`src/rtl/fadd_share_ctrl.sv`:
```
// rtl/fadd_share_ctrl.sv - round-robin sharing of one fixed-latency float_add among N requesters
module fadd_share_ctrl #(
  parameter int N   = 4,
  parameter int LAT = 6,
  parameter int IDW = 2
) (
  input  logic              clk,
  input  logic              rst_n,
  input  logic [N-1:0]      req_valid,
  input  logic [N*32-1:0]   req_a,
  input  logic [N*32-1:0]   req_b,
  output logic [N-1:0]      req_ready,
  output logic [31:0]       fa_v1,
  output logic [31:0]       fa_v2,
  input  logic [31:0]       fa_vres,
  output logic [N-1:0]      rsp_valid,
  output logic [31:0]       rsp_data,
  output logic [IDW-1:0]    rsp_id,
  output logic [IDW+3:0]    inflight
);

  logic [IDW-1:0] rr_ptr;
  logic           gnt_found;
  logic [IDW-1:0] gnt_id;
  logic           xfer;
  logic [LAT:0]   tag_v;
  logic [IDW-1:0] tag_id [0:LAT];

  // First pending requester at or after the pointer, wrapping modulo N.
  always_comb begin
    gnt_found = 1'b0;
    gnt_id    = '0;
    for (int k = 0; k < N; k++) begin
      if (!gnt_found && req_valid[(int'(rr_ptr) + k) % N]) begin
        gnt_found = 1'b1;
        gnt_id    = IDW'((int'(rr_ptr) + k) % N);
      end
    end
  end

  // Grant is masked during reset so nothing can be issued while state is cleared.
  assign xfer      = gnt_found & rst_n;
  assign req_ready = xfer ? (N'(1) << gnt_id) : '0;

  always_ff @(posedge clk or negedge rst_n) begin
    if (!rst_n) begin
      rr_ptr    <= '0;
      fa_v1     <= '0;
      fa_v2     <= '0;
      tag_v     <= '0;
      for (int k = 0; k <= LAT; k++) tag_id[k] <= '0;
      rsp_valid <= '0;
      rsp_data  <= '0;
      rsp_id    <= '0;
      inflight  <= '0;
    end else begin
      tag_v     <= {tag_v[LAT-1:0], xfer};
      tag_id[0] <= xfer ? gnt_id : tag_id[0];
      for (int k = 1; k <= LAT; k++) tag_id[k] <= tag_id[k-1];
      if (xfer) begin
        fa_v1  <= req_a[32*gnt_id +: 32];
        fa_v2  <= req_b[32*gnt_id +: 32];
        rr_ptr <= (gnt_id == IDW'(N-1)) ? '0 : gnt_id + IDW'(1);
      end
      // The exiting tag lines up with the adder result now held in fa_vres.
      if (tag_v[LAT]) begin
        rsp_valid <= N'(1) << tag_id[LAT];
        rsp_data  <= fa_vres;
        rsp_id    <= tag_id[LAT];
      end else begin
        rsp_valid <= '0;
      end
      case ({xfer, tag_v[LAT]})
        2'b10:   inflight <= inflight + 1'b1;
        2'b01:   inflight <= inflight - 1'b1;
        default: inflight <= inflight;
      endcase
    end
  end

endmodule

```
`config.mk`:
```
export PLATFORM = sky130hd
export DESIGN_NAME = fadd_share_ctrl
export DESIGN_NICKNAME = d
export VERILOG_FILES = /design/src/rtl/fadd_share_ctrl.sv
export SDC_FILE = /design/constraint.sdc
export NUM_CORES = 1
export LEC_CHECK = 0
export CAP_MARGIN = 30
export CORE_AREA = 3 3 156 158
export CTS_CLUSTER_DIAMETER = 30
export DETAILED_ROUTE_END_ITERATION = 10
export DIE_AREA = 0 0 159 161
export PLACE_DENSITY = 0.66
export RECOVER_POWER = 50
export SLEW_MARGIN = 25
export SYNTH_ARGS = -nofsm -noshare
export SYNTH_HDL_FRONTEND = slang
export SYNTH_SLANG_ARGS = --single-unit
```
`constraint.sdc`:
```
create_clock -name clk -period 5.4 [get_ports clk]
set_clock_uncertainty 0.2 [all_clocks]
set_input_delay 1.08 -clock clk [delete_from_list [all_inputs] [get_ports clk]]
set_output_delay 1.08 -clock clk [all_outputs]
set_load 0.02 [all_outputs]
```
* After elaboration in Yosys (flattened, before gate mapping)
Cells that the tools add are included.
Operators by class: bitwise gates (word level) 4, add/subtract/negate cells 6, reduce and logical (&&, ||, !) cells 10, mux-type cells 23, order comparisons 4, shifts and indexed selects 4, equality and inequality tests 3
Operators by type and width (number):
- $shiftx 128x8->32 | 2
- $lt 3x4->1 const B | 3
- $pmux 6 s2 | 1
- $mux 1 | 11
- $mux 2 | 5
- $bmux 1 s2 | 4
- $mux 4 | 2
- $shl 1x2->4 const A | 2
- $add 6x1->6 const B | 1
- $reduce_or 2->1 | 3
- $sub 6x1->6 const B | 1
- $add 2x1->2 const B | 2
- $add 2x2->2 const B | 2
- $eq 2x2->1 const B | 2
- $and 1x1->1 const A | 3
- $logic_and 1x1->1 | 3
- $logic_not 1->1 | 3
- $lt 2x3->1 const B | 1
- $eq 2x1->1 const B | 1
- $reduce_bool 2->1 | 1
- $and 1x1->1 | 1
Storage, ports and cells: flip-flop bits (word level) 131, logic and storage cells 69, output and inout port bits 112

* Logic depth before layout (Yosys ltp)
depth after elaboration 17, depth in mapped cells 12

* Least setup slack after synthesis
No wires, ideal clock.
path type input to register, start input port req_valid[0], end register inflight[4], setup slack 1.758 ns, arrival time 3.362 ns, buffers on the path 3, stages on the path 12, library setup time 0.080 ns, cells stage by stage o41ai_2 > buf_2 > buf_1 > ha_1 > buf_2 > xor2_1 > ha_1 > a21o_1 > a221oi_1 > a21oi_1 > o21bai_1 > xnor2_1
On the way: cells in the longest elaborated chain, start to end 15, elaborated cells on any way between the ends 26, classes of those cells eq/ne (2); mux (16); bitwise (1); reduce/logical (7)
Ends and longest elaborated chain:
- from (decl) | line 9 | input logic [N-1:0] req_valid,
- $bmux 1 s2 | line 34 | if (!gnt_found && req_valid[(int'(rr_ptr) + k) % N]) begin
- $mux 1 (not written as such) | line 34
- $mux 1 | line 34
- $logic_not 1->1 | line 34
- $logic_and 1x1->1 | line 34
- $mux 1 | line 34
- $logic_not 1->1 | line 34
- $logic_and 1x1->1 | line 34
- $mux 1 | line 34
- $logic_not 1->1 | line 34
- $logic_and 1x1->1 | line 34
- $mux 1 (*) | line 34
- $and 1x1->1 (*) | line 42 | assign xfer = gnt_found & rst_n;
- $eq 2x1->1 / $eq 2x2->1 (equally long branches) | line 73 | case ({xfer, tag_v[LAT]})
- $pmux 6 s2 / $reduce_bool 2->1 (equally long branches)
- to (signal assigned) | line 74 | 2'b10: inflight <= inflight + 1'b1;
- to (signal assigned) | line 75 | 2'b01: inflight <= inflight - 1'b1;
- to (signal assigned) | line 76 | default: inflight <= inflight;
- to (decl) | line 19 | output logic [IDW+3:0] inflight
Mark *: on every way between the ends. The rest lies on a longest branch, timed or not. The select of a mux whose other input is x is not followed. A chain may end at the register's enable or synchronous reset.

* Worst setup path in the final report
start input port req_valid[3], end output port req_ready[3]
On the way: cells in the longest elaborated chain, start to end 14, elaborated cells on any way between the ends 28, classes of those cells shift (1); mux (20); bitwise (1); reduce/logical (6)
Ends and longest elaborated chain:
- $bmux 1 s2 | line 34
- $mux 1 (not written as such) | line 34
- $mux 1 | line 34
- $logic_not 1->1 | line 34
- $logic_and 1x1->1 | line 34
- $mux 1 | line 34
- $logic_not 1->1 | line 34
- $logic_and 1x1->1 | line 34
- $mux 1 | line 34
- $logic_not 1->1 | line 34
- $logic_and 1x1->1 | line 34
- $mux 2 / $mux 1 (equally long branches) | line 34
- $shl 1x2->4 / $and 1x1->1 (equally long branches) | line 43, 42
- $mux 4 (*) | line 43 | assign req_ready = xfer ? (N'(1) << gnt_id) : '0;
- to (decl) | line 12 | output logic [N-1:0] req_ready,
Marks and branches as above.

==> metrics list <==
- Post-Synthesis Mean Instance Area: 10.6 um^2
- Static timing analysis puts the maximum clock frequency at 0.205 GHz.
- Global routing finished with a remaining overflow of 0.
* Most common cell after layout, fill and taps aside: clkdlybuf4s50_1
* Number of buffers inserted by post-CTS setup repair: 0
* Starting Density: 0.316
- In this run the clock root is driven by a clkbuf_16.
* Sequential cell area fraction in the yosys report: 0.446
- Via-per-instance ratio: 4.97
* Filler Cells Inserted: 2150
- First DRT Iteration DRCs: 255
- Counting distinct cell types in the post-synthesis netlist gives 45.
- Hold-fix buffers, CTS: 0
* Area grow syn2layout: 66.1%
- Placer's final routability congestion estimate: 0.818
* NumNets Final: 1363
- From bottom edge to top edge, the die measures 161 um.
- Area occupied by registers: 3280 um^2
* DRC violations left: 0
- Setup violations remaining at the end of the flow were counted as 0.
- Post-route cell area: 12200 um^2
- Number of diodes: 0
* DP Area: 11600 um^2
- Setup repair after global routing left no endpoint under its margin.
* Cell total after placement: 1362
- The cell area that synthesis handed to floorplanning was 7340 um^2.
- CTS clk-pin slew, worst paths: 60 ps
- The final max-slew violation count was 122.
- Tightest Hold Check Type: reg2reg
* Post-detailed-placement half-perimeter wirelength: 19700 um
- In the final layout, the share of cells above drive strength 1 is 0.133.
- TritonCTS Buffers: 17
* Worst Tran Pin Value: 2180 ps
* Count of input and output buffers: 405
* Maximum ir drop on the vdd rail: 0.174 mV
* Post-synthesis instance total: 690
- Avg WL per Cell: 20.0 um
- Warnings from Yosys: 0
- Count of nets left with antenna violations after detail routing: 0
- Worst-case setup slack after placement: 501 ps
- Of all nets on the critical path, the largest fanout is 18.
- For this run, the total global-route usage over all layers was measured as 0.215.
- Overall via count from detail_route: 6929
* Via count of the first global-routing pass: 7322
- Counting every net in the synthesized netlist gives 991.
* Power density over the cells: 421 nW/um^2
- After floorplanning, the core was divided into 56 placement rows.
- Gates resized during post-CTS repair numbered 0.
- For this block, the routed nets add up to 27800 um of wire.
- The design draws 5.13 mW.
- The finished layout holds 1394 standard cells, fillers aside.
- The count of final hold-check violations came to 0.
- Number of iterations in the first detailed-routing pass: 4
- Final cycle utilization of the critical path: 0.905
- TritonCTS clock tree: done
* CTS Buffer Depth: 2
- Required time worst endpoint: 4120 ps
* Clock insertion delay at the later pin of the skew report: 410 ps
* Wire length of the first global-routing pass: 43000 um
* Area used by multi-input combinational logic: 3740 um^2
* Commonest non-fill, non-tap cells in the layout: 404 x clkdlybuf4s50_1, 131 x dfrtp_1, 72 x nand2_1
- After floorplanning, the core was sized to cover 23300 um^2.
* Worst endpoint data arrival time: 3610 ps
* H-tree levels: 4
- The worst path meets setup with 511 ps of slack.
- The floorplan step defined a die boundary enclosing 25600 um^2.
* Tightest slew margin relative to the limit: -0.453
- For this design the top-level I/O count stands at 406.
* Horiz. Die Dim: 159 um
* Antenna violations before repair: 0
- Across the run, the number of max-cap violations was 2.
- Category of the worst setup path launch point: input pin
- Static power due to leakage: 5.05 nW
- Category of the worst setup path capture point: primary output
* Failing checks: max-capacitance violations, max-slew violations
- Total negative slack: 0 ps
* Flip-flop and latch count after synthesis: 131
- By startpoint and endpoint, the worst setup path is classified as in2out.
- Clock sink count: 131
- Min Clock Period, post-route: 4890 ps
- Entering global routing, the biggest net connects 81 pins.
- The run finished, with violations left.
worst max-delay path, stage by stage:
cell and delay, ps:
clkdlybuf4s50_1 660, mux2i_1 260, a2bb2oi_4 200, nand2_1 140
inv_4 310, ha_1 220, and2_1 130, clkdlybuf4s50_1 600
cell usage after synthesis (all sizes together):
| master | count | area, um^2 |
|---|---|---|
| nor4b | 1 | 8.76 |
| or3 | 1 | 11.3 |
| nand2b | 4 | 25.0 |
| a21o | 66 | 495 |
| and3 | 1 | 6.26 |
| ha | 7 | 87.6 |
| a221oi | 1 | 8.76 |
| dfrtp | 131 | 3280 |
| and2 | 4 | 25.0 |
| mux2 | 34 | 383 |
| xor2 | 5 | 43.8 |
| o211ai | 64 | 751 |
| o31ai | 2 | 15.0 |
| mux2i | 65 | 651 |
| or3b | 1 | 8.76 |
| inv | 4 | 15.0 |
| clkbuf | 29 | 113 |
| nand3 | 65 | 325 |
| o41ai | 2 | 25.0 |
| o2bb2ai | 1 | 8.76 |
| o21ai | 70 | 362 |
| a21oi | 5 | 28.8 |
| xnor2 | 2 | 17.5 |
| nand2 | 72 | 270 |
| nand3b | 1 | 7.51 |
| nand4b | 1 | 8.76 |
| nor2 | 8 | 30.0 |
| o21bai | 1 | 7.51 |
| nor3 | 1 | 5.00 |
| a211oi | 2 | 20.0 |
| nor3b | 3 | 32.5 |
| and3b | 1 | 8.76 |
| buf | 34 | 244 |
| a2bb2oi | 1 | 15.0 |
final timing paths:
kind                         startpoint            to  slack [ps]  cells after the start
setup reg to reg               tag_v[6]   inflight[5]        1440                      7
hold / removal                tag_id[6]     tag_id[4]         140                      0
min in group asynchronous         rst_n      fa_v2[2]         400                      1
hold reg to reg               tag_id[6]     tag_id[4]         140                      0
max in group asynchronous         rst_n     fa_v1[31]        2200                      2
setup / recovery           req_valid[3]  req_ready[3]         510                      8
sequential cells by signal, indices dropped and copies added, names as in the netlist:
signal	flops
fa_v1	32
fa_v2	32
rsp_data	32
tag_id	14
tag_v	7
inflight	6
rsp_valid	4
rr_ptr	2
rsp_id	2
power breakdown:
group          total, mW  leakage (nW)  switching, mW  internal (mW)
clock               1.21         0.300          0.501          0.705
sequential          1.51          1.59          0.213           1.29
combinational       2.42          3.15           1.28           1.14
cells by family (layout without fill, tap and decap cells):
kind of cell               count (synthesis)  in the layout  share of synthesized area
buffers and inverters                     67            452                     0.0506
and+or+nand+nor                          164            164                      0.105
muxes                                     99             99                      0.141
adders and majority gates                  7              7                     0.0119
AOI/OAI and AO/OA                        215            215                      0.237
xor gates and xnor gates                   7              7                    0.00835
DFF                                      131            131                      0.446
metal layers:
layer  global-route usage  wire, um
met3               0.0782      2450
met4               0.0450       348
met5                    0         0
met2                0.372     14100
met1                0.258     10900
per-stage QoR:
step,utilization,hold slack [ps]
global placement,0.498,131
floorplan,-,131
global route,0.524,151
finish,0.524,144
detailed placement,0.498,135
CTS,0.525,146
final cells by class:
type,count,area share
Clock inverter,15,0.0153
Tap cell,319,0.0327
Clock buffer,17,0.0349
Timing Repair Buffer,416,0.340
Inverter,4,0.00144
Sequential cell,131,0.269
Multi-Input combinational cell,492,0.307
Power figures use the tool's default switching activity.
==> variant 1 (same flow settings) <==
Change the parameter `LAT` from 6 to 8.
--- a/src/rtl/fadd_share_ctrl.sv
+++ b/src/rtl/fadd_share_ctrl.sv
@@ -3,3 +3,3 @@
   parameter int N   = 4,
-  parameter int LAT = 6,
+  parameter int LAT = 8,
   parameter int IDW = 2
Formal check against the unedited RTL: same outputs for any inputs over 4 cycles, from zero or initial values and one cycle with rst_n low; that may be too few to reach the edited logic, so the function may still have changed.
==> variant 1 against the original RTL <==
The run still ends with capacitance limit, slew limit left. Area after synthesis up 1.3%. Cell area up 0.83%. Synthesized cell count up 0.72%. Wire length up 0.98%. Sequential cell count up 6. Critical path depth unchanged. Total power up 1.5%. Worst setup slack better by 0.069 ns. Critical endpoint is now req_ready[0].
==> variant 1: results (changes against the original RTL) <==
The origin of the worst setup path was req_valid[3]. The run finished, with violations left. The synthesized netlist net count was 996 (+0.50%); the proportion of synthesized flip-flops having asynchronous set or reset was 100% (unchanged). The number of buffers added by the clock tree synthesis step is 17 (unchanged).

The tree is rooted in a sky130_fd_sc_hd__clkbuf_16. The number of max-cap violations came out at 2 (unchanged). The tools report the wire length of the first global-routing pass as 43.3 mm (+0.58%). The final reports fail on capacitance limit, slew limit. In the post-synthesis netlist, the biggest area contributors are sky130_fd_sc_hd__dfrtp_1 (46%), sky130_fd_sc_hd__mux2i_1 (8.7%), sky130_fd_sc_hd__o211ai_2 (8.4%). The logs give 0 (unchanged) for the hold buffer count at cts and 19.9 mm (+0.89%) for the half-perimeter wire length after placement. The startpoint identified for the worst register-to-register timing path is tag_v[8]. Clock-pin slew was measured on the worst setup and hold paths at 0.07 ns. The number of distinct standard cells referenced by the synthesized netlist was 44 (-2.2%). The worst-case setup slack after placement is 0.682 ns (+0.181 ns), and the switching power is 2030 uW (+1.5%). The tools report the launch point of the worst hold path as tag_v[4]. The measured slew at the worst slew-check pin was 3.58 ns (+1.40 ns); the post-cts sizing count was 0 (unchanged). The highest fanout seen on the critical path was 5 (-13); the signal arrival time at the worst endpoint was 3.54 ns (-0.07 ns).

The overall via count from detail_route came out at 6960 (+0.45%). The overall global routing resource usage was 21.6% (+0.14 points). Overall overflow remaining after global route: 0 (unchanged).

Among all flip-flop cells after synthesis, the most frequent one is sky130_fd_sc_hd__dfrtp_1. The maximum buffer depth of the clock tree came out at 2 (unchanged). The tools report the final RePlAce weighted congestion as 0.792 (-3.2%).

The largest registers in the layout are fa_v1: 32 flops, fa_v2: 32 flops, rsp_data: 32 flops. For the number of design-rule violations left by the first detailed-router iteration, the log shows 333 (+31%). The number of cells on the worst reg-to-reg path was 6 (-1); the maximum level of the CTS H-tree was 4 (unchanged).

For the setup slack on the worst flop-to-flop path, the log shows 2.03 ns (+0.59 ns). Detail-routed net length per standard cell: 20.0 um (+0.33%). The pin count of the biggest net entering global routing is 77 (-4.9%). The fraction of layout cells with a size suffix above 1 was 13.2% (-0.11 points). For hold timing, the worst endpoint is tag_v[5]. The largest vdd supply drop came out at 0.199 mV (+14%). The antenna diode count was 0 (unchanged). The logs give 0 (unchanged) for the setup fix buffers added after clock tree synthesis and 4 (unchanged) for the detailed-router iteration count before antenna repair.

The number of warnings reported in the yosys synthesis log came out at 0 (unchanged). The number of global-route vias before repair came out at 7260 (-0.85%). Quantity of I/O buffers inserted on ports: 405 (unchanged). The commonest cells after synthesis are sky130_fd_sc_hd__dfrtp_1 (137), sky130_fd_sc_hd__nand2_1 (73), sky130_fd_sc_hd__o21ai_0 (68). The cell depth of the worst hold path came out at 0 (unchanged). In this run the critical register-to-register path is captured at inflight[5]. The tools report the portion of the post-synthesis area used by sequential elements as 46.1% (+1.4 points).

The count of filler cells inserted in the layout was 2159 (+0.42%). The max-slew violation count is 103 (-16%), and the static leakage is 0.00509 uW (+0.76%). The total number of nets in the final design is 1372 (+0.66%).
variant 1: cell types whose count changed after synthesis, sizes merged:
cell	change
dfrtp	+6
a21oi	+1
buf	+5
clkbuf	-6
mux2	+1
nand2	+1
o21ai	-1
o31ai	-1
nor2	+1
or3	-1
o41ai	-1
variant 1: worst max path at each step:
stage	endpoint	slack [ns]
after global routing	fa_v2[30]	0.27
final	req_ready[0]	0.58
after floorplan	inflight[4]	1.92
after CTS	req_ready[0]	0.68
after detailed placement	req_ready[0]	0.68
after global placement	req_ready[1]	0.74
variant 1: cells by family (layout without fill, tap and decap cells):
family / after synthesis / count (layout) / synth area share, %
xor gates and xnor gates: 7 / 7 / 0.824
and+or+nand+nor: 165 / 165 / 10.5
buffers and inverters: 66 / 455 / 4.79
AOI/OAI and AO/OA: 213 / 213 / 22.6
DFF: 137 / 137 / 46.1
muxes: 100 / 100 / 14.0
adders and majority gates: 7 / 7 / 1.18
variant 1: power groups by stage:
stage	sequential (uW)	clock, uW	combinational (uW)
finish	1580	1170	2450
CTS	1580	1210	2490
global placement	1590	0	2470
global route	1630	1250	2630
floorplan	1890	0	1050
detailed placement	1590	0	2480
variant 1: layout make-up:
type | instances | area, sq um | area share (%)
sequential | 137 | 3430 | 27.9
multi-input combinational | 492 | 3710 | 30.2
timing repair buffer | 419 | 4150 | 33.7
inverter | 4 | 17.5 | 0.142
clock inverter | 14 | 153 | 1.24
clock buffer | 18 | 439 | 3.57
tap | 319 | 399 | 3.25
variant 1: worst max-delay path, stage by stage:
cell                              delay (ns)
sky130_fd_sc_hd__dlygate4sd3_1          0.63
sky130_fd_sc_hd__nand2b_1               0.20
sky130_fd_sc_hd__a211oi_1               0.50
sky130_fd_sc_hd__nor2_2                 0.15
sky130_fd_sc_hd__inv_1                  0.12
sky130_fd_sc_hd__ha_1                   0.15
sky130_fd_sc_hd__and2_1                 0.12
sky130_fd_sc_hd__clkdlybuf4s50_1        0.60
variant 1: routing by layer:
metal	GRT usage, %	share of wire, %
met2	37.7	49
met3	6.85	8.7
met5	0	0
met1	25.9	40
met4	5.93	2.0
variant 1: metrics by stage:
step                      hold WS (ns)  cells  cell area [sq um]  power [uW]
after global routing             0.152   1403              12300        5510
after detailed placement         0.135   1371              11700        4080
final                            0.140   1403              12300        5210
after global placement           0.132   1371              11700        4050
after CTS                        0.141   1403              12300        5280
after floorplan                  0.131    695               7440        2940
==> variant 2 (same flow settings) <==
Without the edit above. `tag_v` no longer has a reset.
--- a/src/rtl/fadd_share_ctrl.sv
+++ b/src/rtl/fadd_share_ctrl.sv
@@ -49,3 +49,2 @@
       fa_v2     <= '0;
-      tag_v     <= '0;
       for (int k = 0; k <= LAT; k++) tag_id[k] <= '0;
@@ -56,3 +55,2 @@
     end else begin
-      tag_v     <= {tag_v[LAT-1:0], xfer};
       tag_id[0] <= xfer ? gnt_id : tag_id[0];
@@ -80,2 +78,6 @@
 
+  always_ff @(posedge clk) begin
+    tag_v <= {tag_v[LAT-1:0], xfer};
+  end
+
 endmodule
Function: no difference found for any inputs over 4 cycles, from zero or initial values and one cycle with rst_n low; that may be too few to reach the edited logic, so the function may still have changed.
==> variant 2 against the original RTL <==
The run still ends with capacitance limit, slew limit left. Cell area grew 0.32%. Maximum frequency rose by 5.0%. Via count is 1.5% higher. Global-route usage hardly changed. Worst setup slack improved by 0.23 ns. Die area stayed put. Area after synthesis shrank 0.48%. Non-clock buffer count grew 5. Sequential cell count stayed put. Total power is 0.36% higher. Wire length up 0.74%. Critical path type unchanged.
==> variant 2: results (changes against the original RTL) <==
The setup slack on the worst flop-to-flop path was 1.58 ns (+0.14 ns). Multiplexer area fraction after synthesis: 14.1% (+0.067 points). The synthesized netlist net count was 991 (unchanged). Ranked by instance count, the synthesized netlist is headed by sky130_fd_sc_hd__dfrtp_1 (124), sky130_fd_sc_hd__nand2_1 (72), sky130_fd_sc_hd__o21ai_0 (69). Tracing the worst setup path back leads to its startpoint at req_valid[1]. For hold timing, the worst endpoint is tag_v[5]. The highest fanout seen on the critical path was 6 (-12); the worst stage delay on the critical path was 0.82 ns (+0.16 ns). The number of max-cap violations is 2 (unchanged), and the clock latency at the later pin of the worst-skew pair is 0.42 ns. The met1 track utilization from global routing was 25.1% (-0.71 points); the number of global-route vias before repair was 7297 (-0.34%). The number of placed cells counting well taps was 1366 (+0.29%). The worst hold margin was 0.127 ns (-0.0168 ns).

The final reports fail on capacitance limit, slew limit. The proportion of synthesized flip-flops having asynchronous set or reset is 94.7% (-5.3 points), and the cell depth of the worst hold path is 0 (unchanged). The detail-routed net length per standard cell is 20.0 um (+0.38%), and the measured slew at the worst slew-check pin is 3.23 ns (+1.05 ns). The post-synthesis compound-gate area fraction came out at 23.8% (+0.11 points).

The path class of the tightest hold or removal check is register to register. The logs give 38.1% (+0.86 points) for the global-route met2 utilization and 2.36 mm (-3.5%) for the length of routed met3 wiring. Area share of the largest cell type after synthesis: 42.5% (-2.2 points).

The logic gate share of total power came out at 47.5% (+0.3 points). The tools report the pin count of the biggest net entering global routing as 73 (-9.9%). Among all stages on the critical path, the largest delay is contributed by sky130_fd_sc_hd__o41ai_1.

For the sum of routed wire segments on met1, the log shows 10.9 mm (-0.44%). The max-slew violation count is 98 (-20%), and the number of design-rule violations left by the first detailed-router iteration is 273 (+7.1%). The met3 track utilization from global routing is 7.10% (-0.72 points). The portion of the post-synthesis area used by sequential elements was 44.4% (-0.27 points). The final RePlAce weighted congestion is 0.788 (-3.6%), and the xor-xnor portion of the synthesized cell area is 0.839% (+0.0040 points). Share of synthesized cell area in full adder, half adder and majority cells: 1.20% (+0.0057 points). The half-perimeter wire length after placement is 20.3 mm (+2.7%). For the number of distinct standard cells referenced by the synthesized netlist, the log shows 46 (+2.2%). The overall global routing resource usage came out at 21.5% (about the same). The source of the worst register-to-register timing path is tag_v[6]. By area the synthesized netlist is led by sky130_fd_sc_hd__dfrtp_1 (42%), sky130_fd_sc_hd__o211ai_2 (9.2%), sky130_fd_sc_hd__mux2i_1 (8.9%).

The largest vdd supply drop came out at 0.194 mV (+11%). The routed via count divided by cell count was 5.03 (+1.1%); the switching fraction of total power was 39.4% (+0.46 points). Static leakage: 0.00506 uW (+0.22%).

Detailed-router iteration count before antenna repair: 4 (unchanged). The length of routed met2 wiring was 14.3 mm (+1.5%). The run finished, with violations left.

The fraction of layout cells with a size suffix above 1 was 13.4% (+0.12 points); the overall via count from detail_route was 7031 (+1.5%). The wire length of the first global-routing pass came out at 43.0 mm (-0.21%). The tree is rooted in a sky130_fd_sc_hd__clkbuf_16.

The startpoint identified for the worst hold timing path is tag_v[4]. The count of filler cells inserted in the layout was 2165 (+0.70%).
-- variant 2: cell count changes in the layout (fill, tap and decap cells not counted), moves of 3 or more --
cell and change:
sky130_fd_sc_hd__dfrtp_1 -7, sky130_fd_sc_hd__dfxtp_1 +7, sky130_fd_sc_hd__inv_6 -3, sky130_fd_sc_hd__buf_16 +3
-- variant 2: per-stage QoR --
| step | util [%] | setup WS, ns | cell area [sq um] |
|---|---|---|---|
| 2_1_floorplan | - | 1.76 | 7310 |
| 3_3_place_gp | 49.7 | 0.811 | 11600 |
| 3_5_place_dp | 50.0 | 0.758 | 11600 |
| 4_1_cts | 52.6 | 0.757 | 12200 |
| 5_1_grt | 52.6 | 0.547 | 12200 |
| 6_report | 52.6 | 0.745 | 12200 |
-- variant 2: final cells by class --
cell class                      instances  share of cell area (%)
Clock inverter                         15                    1.55
Multi-Input combinational cell        492                    30.4
Sequential cell                       131                    26.5
Clock buffer                           17                    3.48
Tap cell                              319                    3.26
Timing Repair Buffer                  421                    34.6
Inverter                                4                   0.143
